[config.mk]
export PLATFORM = sky130hd
export DESIGN_NAME = grn_node_param
export DESIGN_NICKNAME = d
export VERILOG_FILES = /design/src/rtl/grn_node_param.sv
export SDC_FILE = /design/constraint.sdc
export NUM_CORES = 1
export LEC_CHECK = 0
export CAP_MARGIN = 20
export CORE_AREA = 5 5 42 44
export CTS_CLUSTER_DIAMETER = 50
export DETAILED_ROUTE_END_ITERATION = 8
export DIE_AREA = 0 0 47 49
export SLEW_MARGIN = 10
export SYNTH_ARGS = -nofsm -noshare
export SYNTH_HDL_FRONTEND = slang
export SYNTH_SLANG_ARGS = --single-unit
[constraint.sdc]
create_clock -name clk -period 1 [get_ports clk]
set_clock_uncertainty 0.05 [all_clocks]
set_input_delay 0.15 -clock clk [delete_from_list [all_inputs] [get_ports clk]]
set_output_delay 0.15 -clock clk [all_outputs]
set_load 0.05 [all_outputs]
[src/rtl/grn_node_param.sv]
// -----------------------------------------------------------------------------
// grn_node_param
//   Boolean gene-regulatory-network node. Keeps a slow (s0) and a fast (s1)
//   copy of the node state for attractor detection; each copy is LANES bits
//   wide so LANES independent trajectories run bit-parallel.
//
//   The update rule is selected by MODE:
//     0 : any active activator AND no active inhibitor
//     1 : signed threshold, activators minus inhibitors; a zero score holds
//
// Ports
//   clk, rst        clock, synchronous active-high reset
//   reset_nos       load init_state into both copies, restart slow divider
//   start_s0        slow step strobe (acts on one of every SLOW_DIV pulses)
//   start_s1        fast step strobe (acts on every pulse)
//   init_state      per-lane initial state
//   act_mask        regulator i is an activator when bit i is set
//   inh_mask        regulator i is an inhibitor when bit i is set
//   in_s0 / in_s1   regulator states; bit [l*N_IN+i] = regulator i, lane l
//   s0 / s1         registered slow / fast state
//   s1_changed      one-cycle per-lane pulse after an s1 update flips a bit
//   match           registered s0==s1, one cycle behind s0/s1
// -----------------------------------------------------------------------------
module grn_node_param #(
  parameter int N_IN     = 4,
  parameter int LANES    = 1,
  parameter int SLOW_DIV = 2,
  parameter int MODE     = 0
) (
  input  logic                  clk,
  input  logic                  rst,
  input  logic                  reset_nos,
  input  logic                  start_s0,
  input  logic                  start_s1,
  input  logic [LANES-1:0]      init_state,
  input  logic [N_IN-1:0]       act_mask,
  input  logic [N_IN-1:0]       inh_mask,
  input  logic [N_IN*LANES-1:0] in_s0,
  input  logic [N_IN*LANES-1:0] in_s1,
  output logic [LANES-1:0]      s0,
  output logic [LANES-1:0]      s1,
  output logic [LANES-1:0]      s1_changed,
  output logic [LANES-1:0]      match
);

  // Score range is [-N_IN, N_IN]; one extra bit over the count width holds the sign.
  localparam int SCORE_W = $clog2(N_IN + 1) + 1;
  localparam int DIV_W   = (SLOW_DIV > 1) ? $clog2(SLOW_DIV) : 1;
  localparam logic [DIV_W-1:0] DIV_LAST = DIV_W'(SLOW_DIV - 1);

  logic [LANES-1:0] r_s0;
  logic [LANES-1:0] r_s1;
  logic [LANES-1:0] r_chg;
  logic [LANES-1:0] r_match;
  logic [DIV_W-1:0] r_div;

  logic [LANES-1:0] w_nxt0;
  logic [LANES-1:0] w_nxt1;

  // Next state of one lane from its regulator vector x and its current bit.
  function automatic logic f_next(input logic [N_IN-1:0] x,
                                  input logic            cur);
    logic [SCORE_W-1:0]        pa;
    logic [SCORE_W-1:0]        pi;
    logic signed [SCORE_W-1:0] score;
    logic                      res;
    pa = '0;
    pi = '0;
    for (int i = 0; i < N_IN; i++) begin
      pa = pa + SCORE_W'(x[i] & act_mask[i]);
      pi = pi + SCORE_W'(x[i] & inh_mask[i]);
    end
    score = signed'(pa) - signed'(pi);
    if (MODE == 0) begin
      // A regulator set in both masks contributes to both terms.
      res = (|(x & act_mask)) & ~(|(x & inh_mask));
    end else if (score > 0) begin
      res = 1'b1;
    end else if (score < 0) begin
      res = 1'b0;
    end else begin
      res = cur;
    end
    return res;
  endfunction

  // Combinational next-state for both copies, all lanes
  always_comb begin
    w_nxt0 = '0;
    w_nxt1 = '0;
    for (int l = 0; l < LANES; l++) begin
      w_nxt0[l] = f_next(in_s0[l*N_IN +: N_IN], r_s0[l]);
      w_nxt1[l] = f_next(in_s1[l*N_IN +: N_IN], r_s1[l]);
    end
  end

  // State registers
  always_ff @(posedge clk) begin
    if (rst) begin
      r_s0    <= '0;
      r_s1    <= '0;
      r_chg   <= '0;
      r_match <= '1;
      r_div   <= '0;
    end else if (reset_nos) begin
      // Reload wins over any strobe in the same cycle.
      r_s0    <= init_state;
      r_s1    <= init_state;
      r_chg   <= '0;
      r_match <= '1;
      r_div   <= '0;
    end else begin
      // Compares the state as it stands now, so match trails s0/s1 by a cycle.
      r_match <= ~(r_s0 ^ r_s1);
      r_chg   <= '0;
      if (start_s0) begin
        if (r_div == '0) begin
          r_s0 <= w_nxt0;
        end
        r_div <= (r_div == DIV_LAST) ? '0 : r_div + 1'b1;
      end
      if (start_s1) begin
        r_s1  <= w_nxt1;
        r_chg <= r_s1 ^ w_nxt1;
      end
    end
  end

  assign s0         = r_s0;
  assign s1         = r_s1;
  assign s1_changed = r_chg;
  assign match      = r_match;

endmodule

==> results of run 1 <==
[synth_stat cells (all sizes together) (2+ instances only)]
| cell | number | area, um2 |
|---|---|---|
| dfxtp | 5 | 100 |
| a22oi | 5 | 37.5 |
| a22o | 3 | 26.3 |
| nand2 | 3 | 11.3 |
| nor2 | 2 | 10.0 |
| nand3 | 2 | 10.0 |
[state kept, by name (all words and copies together) (netlist names)]
signal,count
r_div,1
s0,1
s1,1
match,1
s1_changed,1
[cells in the final DEF (no fill, tap or decap), types with 2 or more instances in the layout]
master | Yosys | final
a22o_1 | 3 | 3
a22oi_1 | 5 | 3
buf_4 | 0 | 5
nand2_1 | 3 | 3
a22oi_2 | 0 | 2
dfxtp_1 | 5 | 2
dfxtp_2 | 0 | 2
buf_12 | 0 | 4
clkdlybuf4s50_1 | 0 | 6
dlygate4sd2_1 | 0 | 14
clkbuf_4 | 0 | 3
nand3_1 | 2 | 2
[final cells by class]
class / count / area (um2) / share of cell area (%)
flip-flops and latches: 5 / 106 / 15.5
well taps: 16 / 20.0 / 2.91
clock buffers: 4 / 26.3 / 3.82
multi-input cells: 27 / 223 / 32.4
repair buffers: 30 / 313 / 45.5
[report_power, final]
group          internal, uW  total, uW  switching, uW
clock                   151        236           85.4
combinational           139        238           99.3
sequential              211        223           12.1
[stage by stage]
step	instance area, um2	setup TNS (ns)	cells	worst slack, ns	utilization, %
3_3_place_gp	671	-1.28	79	-0.369	47.9
6_report	688	-0.00460	82	-0.00460	49.1
4_1_cts	673	-0.0311	82	-0.0311	48.0
2_1_floorplan	315	-0.00130	32	-0.00130	-
3_5_place_dp	671	-1.33	79	-0.361	47.9
5_1_grt	688	-0.0617	82	-0.0617	49.1
[path summary, 6_finish.rpt]
check	slack, ns	depth (start not counted)	end	start
setup / recovery	-0.005	4	s0	in_s0[3]
hold / removal	0.26	4	s1	inh_mask[3]
setup reg to reg	-0.005	3	s0	r_div
hold reg to reg	0.46	2	match	s0
[metal layers]
layer | track usage, % | up-vias
li1 | - | 196
met1 | 9.45 | 179
met2 | 17.9 | 11
met3 | 5.90 | 3
met4 | 2.76 | 0
met5 | 0 | -
[tightest hold or removal path, stage by stage]
cell            delay [ns]
dlymetal6s2s_1        0.13
a22oi_2               0.07
o211ai_2              0.08
o22ai_1               0.07
[logic make-up (layout without fill, tap and decap cells)]
kind of cell    after synthesis  in the layout  share of synthesized area (%)
flops                         5              5                           32.0
mux                           1              1                           3.20
compound gates               13             13                           38.8
simple gates                 11             11                           20.4
buf+inv                       0             34                              0
xor+xnor                      2              2                           5.60
[repair_timing]
item	CTS	global route
pin swaps	7	2
setup buffers	0	0
endpoints found under the setup margin	4	3
hold buffers	0	0
gates resized for setup	15	4
==> flow_summary_export.csv, run 1 <==
group,metric,value,unit
status,outcome,"finished, violations left",
status,violations,"negative setup slack",
logic_synthesis,synthesis.area,313,um2
placement,dp_hpwl,886,um
setup_path,crit_path_end_kind,"flip-flop",
floorplan,core_area,0.00140,mm2
global_routing,antenna_found_initial,0,
setup_path,path_buf_inv,1,
final_layout,n_antenna_cell,0,
global_routing,grt_use_total,10.1,%
sta,period_share,100,%
clock_tree,cts_max_level,1,
logic_synthesis,synth_cell_types,19,
sta,slew_headroom,82.7,%
route,drcViolationCount,0,
clock_tree,cts-root-buf,"clkbuf_4",
placement,portBuffers,25,
setup_path,critPathMaxFanout,2,
global_routing,gr-total-overflow,0,
route,vias,389,
power,vdd_drop_max,0.519,mV
placement,place_congestion,0.707,
floorplan,num_io_pins,26,
setup_path,critPathKind,"input pin to flip-flop",
setup_path,worst-endpoint-required,1.10,ns
logic_synthesis,syn_avg_cell_area,9.78,um2
logic_synthesis,yosysWarnings,0,
sta,timing.final.crit_period,1.00,ns
route,firstDrtPassIters,2,
setup_path,critical-path-top-delay-family,"buffers and inverters",
route,met2_length,625,um
floorplan,start_util,22.3,%
clock_tree,cts_tree,"done",
global_routing,grt_pass1_wl,1.67,mm
logic_synthesis,synth-seq-cells,5,
logic_synthesis,syn_nets,54,
global_routing,grt_max_degree,7,
power,p_total,698,uW
sta,setup_violations,1,
final_layout,area_delta_synth_final,120,%
final_layout,final_layout_size_suffix_gt1_share,33.3,%
setup_path,crit_slowest_cell,"clkdlybuf4s50_1",
power,p_leak,0.000304,uW
sta,rsz0062_at_grt,"yes",
clock_tree,numClockSinks,5,
setup_path,startpoint_type,"input pin",
logic_synthesis,synth_edf_count,0,
sta,hold_violations,0,
clock_tree,numCtsBuffers,3,
floorplan,dieArea,0.00230,mm2
setup_path,cp_cell_sequence,"clkdlybuf4s50_1 -> a22oi_2 -> nand3_1 -> o32ai_2",
route,final_antenna_net_count,0,
job,drv_cap,0,
setup_path,crit_arrival,1.10,ns
route,drt_iter0_drc,3,
clock_tree,clk_latency,0.24,ns
route,highest_layer,"met4",
logic_synthesis,synth-main-ff-cell,"dfxtp_1",
final_layout,nNetsFinal,89,
route,totalWireLength,1.06,mm
power,power-per-cell-area,1010,mW/mm2
logic_synthesis,syn-instance-count,32,
global_routing,grt_pass1_vias,416,
clock_tree,clock_path_buffers,2,
sta,worst_hold_slack,0.260,ns
setup_path,critPathMaxStageDelay,0.44,ns
floorplan,dieHeight,49,um
final_layout,fill_cells,150,
hold_path,hold_class,"input pin to flip-flop",
logic_synthesis,yosysSeqAreaShare,32.0,%
sta,max_freq,995,MHz
route,vias_per_cell,4.74,
logic_synthesis,synthArstFlopShare,0,%
route,routed-wl-met3,70,um
sta,slew_violations,0,
route,wl_per_cell,12.9,um
floorplan,die_w,47,um
clock_tree,clkTransAtPathRegs,0.04,ns
floorplan,rows,14,
sta,timing.final.ws_setup,-0.00460,ns
route,wl_met1,349,um
sta,worst_pin_slew,0.259,ns
No activity file was read; power rests on OpenSTA's default activity.
==> run 2, diff against run 1 <==
- TNS_END_PERCENT: default -> 1
==> results of run 2 <==
Same layout as run 1: the final DEF is identical, and so are final timing and power.
Among the figures that moved: number of gates resized after CTS 15 -> 14; wire length of the first global-routing pass 1670 um -> 1640 um; via count of the first global-routing pass 416 -> 411; overall routing resource usage 10.1% -> 9.94%; met1 usage 9.45% -> 9.47%; met2 usage 17.9% -> 17.2%
==> run 3, diff against run 2 <==
- CORE_AREA: 5 5 42 44 -> 2 2 39 41
- DIE_AREA: 0 0 47 49 -> 0 0 41 43
==> run 3 against run 2 <==
Against the previous run: the run still ends with negative setup slack left; first-iteration DRC count is the same; global-route usage grew 3.9 points; setup slack gained 0.0027 ns; design area grew 4.7%; wire length grew 1.8%; critical path type unchanged; via count grew 1.5%; clock power is essentially flat; largest power group unchanged; non-clock buffer count grew 2; sequential share of layout area shrank 1.0 points.
==> flow_summary_export.csv, run 3 (same netlist as run 1, synthesis figures left out) <==
group,metric,value,unit
power,pwr-share-seq,31.8,%
route,firstDrtPassIters,2,
floorplan,die_w,41,um
route,wl_per_cell,12.8,um
clock_tree,cts_tree,"done",
hold_path,min_path_cells,4,
final_layout,layout_commonest_cell,"dlygate4sd2_1",
power,clkPwrFrac,33.0,%
setup_path,cp_cell_sequence,"clkdlybuf4s50_1 -> a22o_1 -> a221oi_2 -> o32ai_2",
sta,max_freq,998,MHz
power,power-per-cell-area,983,mW/mm2
route,final_antenna_net_count,0,
status,violations,"negative setup slack",
setup_path,r2r_setup_slack,0.02,ns
hold_path,min_to,"s1",
route,totalWireLength,1.08,mm
clock_tree,cts_max_level,1,
setup_path,crit_slowest_cell,"clkdlybuf4s50_1",
sta,worst_pin_slew,0.233,ns
setup_path,rr_startpoint,"r_div",
global_routing,grt_max_degree,7,
setup_path,critPathMaxFanout,2,
sta,hold_violations,0,
clock_tree,clkTransAtPathRegs,0.04,ns
setup_path,r2r_end,"s0",
route,vias,395,
final_layout,n_antenna_cell,0,
power,p_leak,0.000345,uW
route,vias_per_cell,4.70,
sta,timing.final.crit_period,1.00,ns
job,drv_cap,0,
global_routing,antenna_found_initial,0,
global_routing,grt_use_total,13.9,%
placement,dp_hpwl,829,um
setup_path,r2r_cells,3,
global_routing,grt_pass1_vias,432,
power,sw_frac_of_total,27.7,%
setup_path,crit_arrival,1.07,ns
sta,rsz0062_at_grt,"yes",
sta,slew_headroom,84.4,%
power,internal_power,512,uW
clock_tree,clk_latency,0.24,ns
sta,slew_violations,0,
final_layout,fin_area,721,um2
clock_tree,numClockSinks,5,
placement,portBuffers,25,
floorplan,dieArea,0.00176,mm2
clock_tree,cts-root-buf,"clkbuf_4",
placement,placed_cell_area,686,um2
placement,post-place-ws,-0.375,ns
setup_path,crit_path_end_kind,"flip-flop",
status,outcome,"finished, violations left",
route,drt_iter0_drc,3,
floorplan,rows,14,
global_routing,gr-total-overflow,0,
route,drcViolationCount,0,
hold_path,worstHoldStart,"inh_mask[3]",
placement,place_congestion,0.649,
floorplan,dieHeight,43,um
power,p_sw,196,uW
clock_tree,cts_hold_buf,0,
power,p_comb_share,35.2,%
setup_path,worst-endpoint-required,1.07,ns
global_routing,grt_pass1_wl,1.59,mm
final_layout,area_delta_synth_final,130,%
power,vdd_drop_max,0.509,mV
clock_tree,numCtsBuffers,3,
final_layout,nNetsFinal,91,
setup_path,setup.worst_path.start,"in_s0[2]",
setup_path,critPathMaxStageDelay,0.43,ns
sta,setup_violations,1,
hold_path,hold_class,"input pin to flip-flop",
clock_tree,clock_path_buffers,2,
sta,timing.final.ws_setup,-0.00188,ns
setup_path,critPathKind,"input pin to flip-flop",
final_layout,final_layout_size_suffix_gt1_share,36.8,%
final_layout,fill_cells,137,
sta,period_share,100,%
floorplan,core_area,0.00138,mm2
floorplan,start_util,22.6,%
setup_path,startpoint_type,"input pin",
floorplan,num_io_pins,26,
final_layout,final_cell_mix,"dlygate4sd2_1 (10), buf_4 (7), clkdlybuf4s50_1 (6)",
run 3: cell types whose count changed in the layout (fill, tap and decap cells not counted):
cell / delta
dfxtp_2: +1
dlygate4sd2_1: -4
dfxtp_4: -1
dlymetal6s2s_1: +4
buf_4: +2
a22oi_2: +1
a22oi_1: -1
run 3: repair_timing:
item	CTS	global route
pin swaps	4	1
resized for setup	12	7
setup buffers	0	0
cloned	0	0
setup endpoints to repair	4	2
run 3: worst max-delay path: cells and delay by family:
family / cells / cell delay [ns]
AO/OA/AOI/OAI: 3 / 0.49
buffers and inverters: 1 / 0.43
run 3: layer usage:
layer	GRT usage (%)	share of wire [%]
met5	0	0
met4	10.0	0.47
met3	5.24	15
met2	23.4	51
met1	12.2	33
run 3: area by class of cell:
class                      count  area (um2)  share of cell area, %
sequential                     5         104                   14.4
clock buffer                   4        26.3                   3.65
multi-input combinational     27         228                   31.6
tap                           16        20.0                   2.78
timing repair buffer          32         343                   47.6
run 3: how the worst max path moves through the flow:
stage,endpoint,slack (ns)
2_1_floorplan,s0,-0.001
3_3_place_gp,s1_changed,-0.38
3_5_place_dp,s1_changed,-0.38
4_1_cts,s0,-0.03
5_1_grt,s0,-0.03
6_report,s0,-0.002
run 3: power by group through the flow:
stage / Combinational (uW) / Clock, uW / Sequential [uW]
2_1_floorplan: 63.9 / 0 / 252
5_1_grt: 266 / 258 / 226
3_5_place_dp: 265 / 0 / 226
6_report: 249 / 234 / 225
3_3_place_gp: 267 / 0 / 226
4_1_cts: 251 / 246 / 225
run 3: through the flow:
stage	instances	TNS, ns	util, %	hold WS (ns)	total power (uW)
after detailed placement	81	-1.33	49.5	0.480	491
after global routing	84	-0.0267	52.1	0.275	750
final	84	-0.00188	52.1	0.258	708
after floorplan	32	-0.00130	-	0.177	316
after CTS	84	-0.0332	50.7	0.314	722
after global placement	81	-1.36	49.5	0.474	492
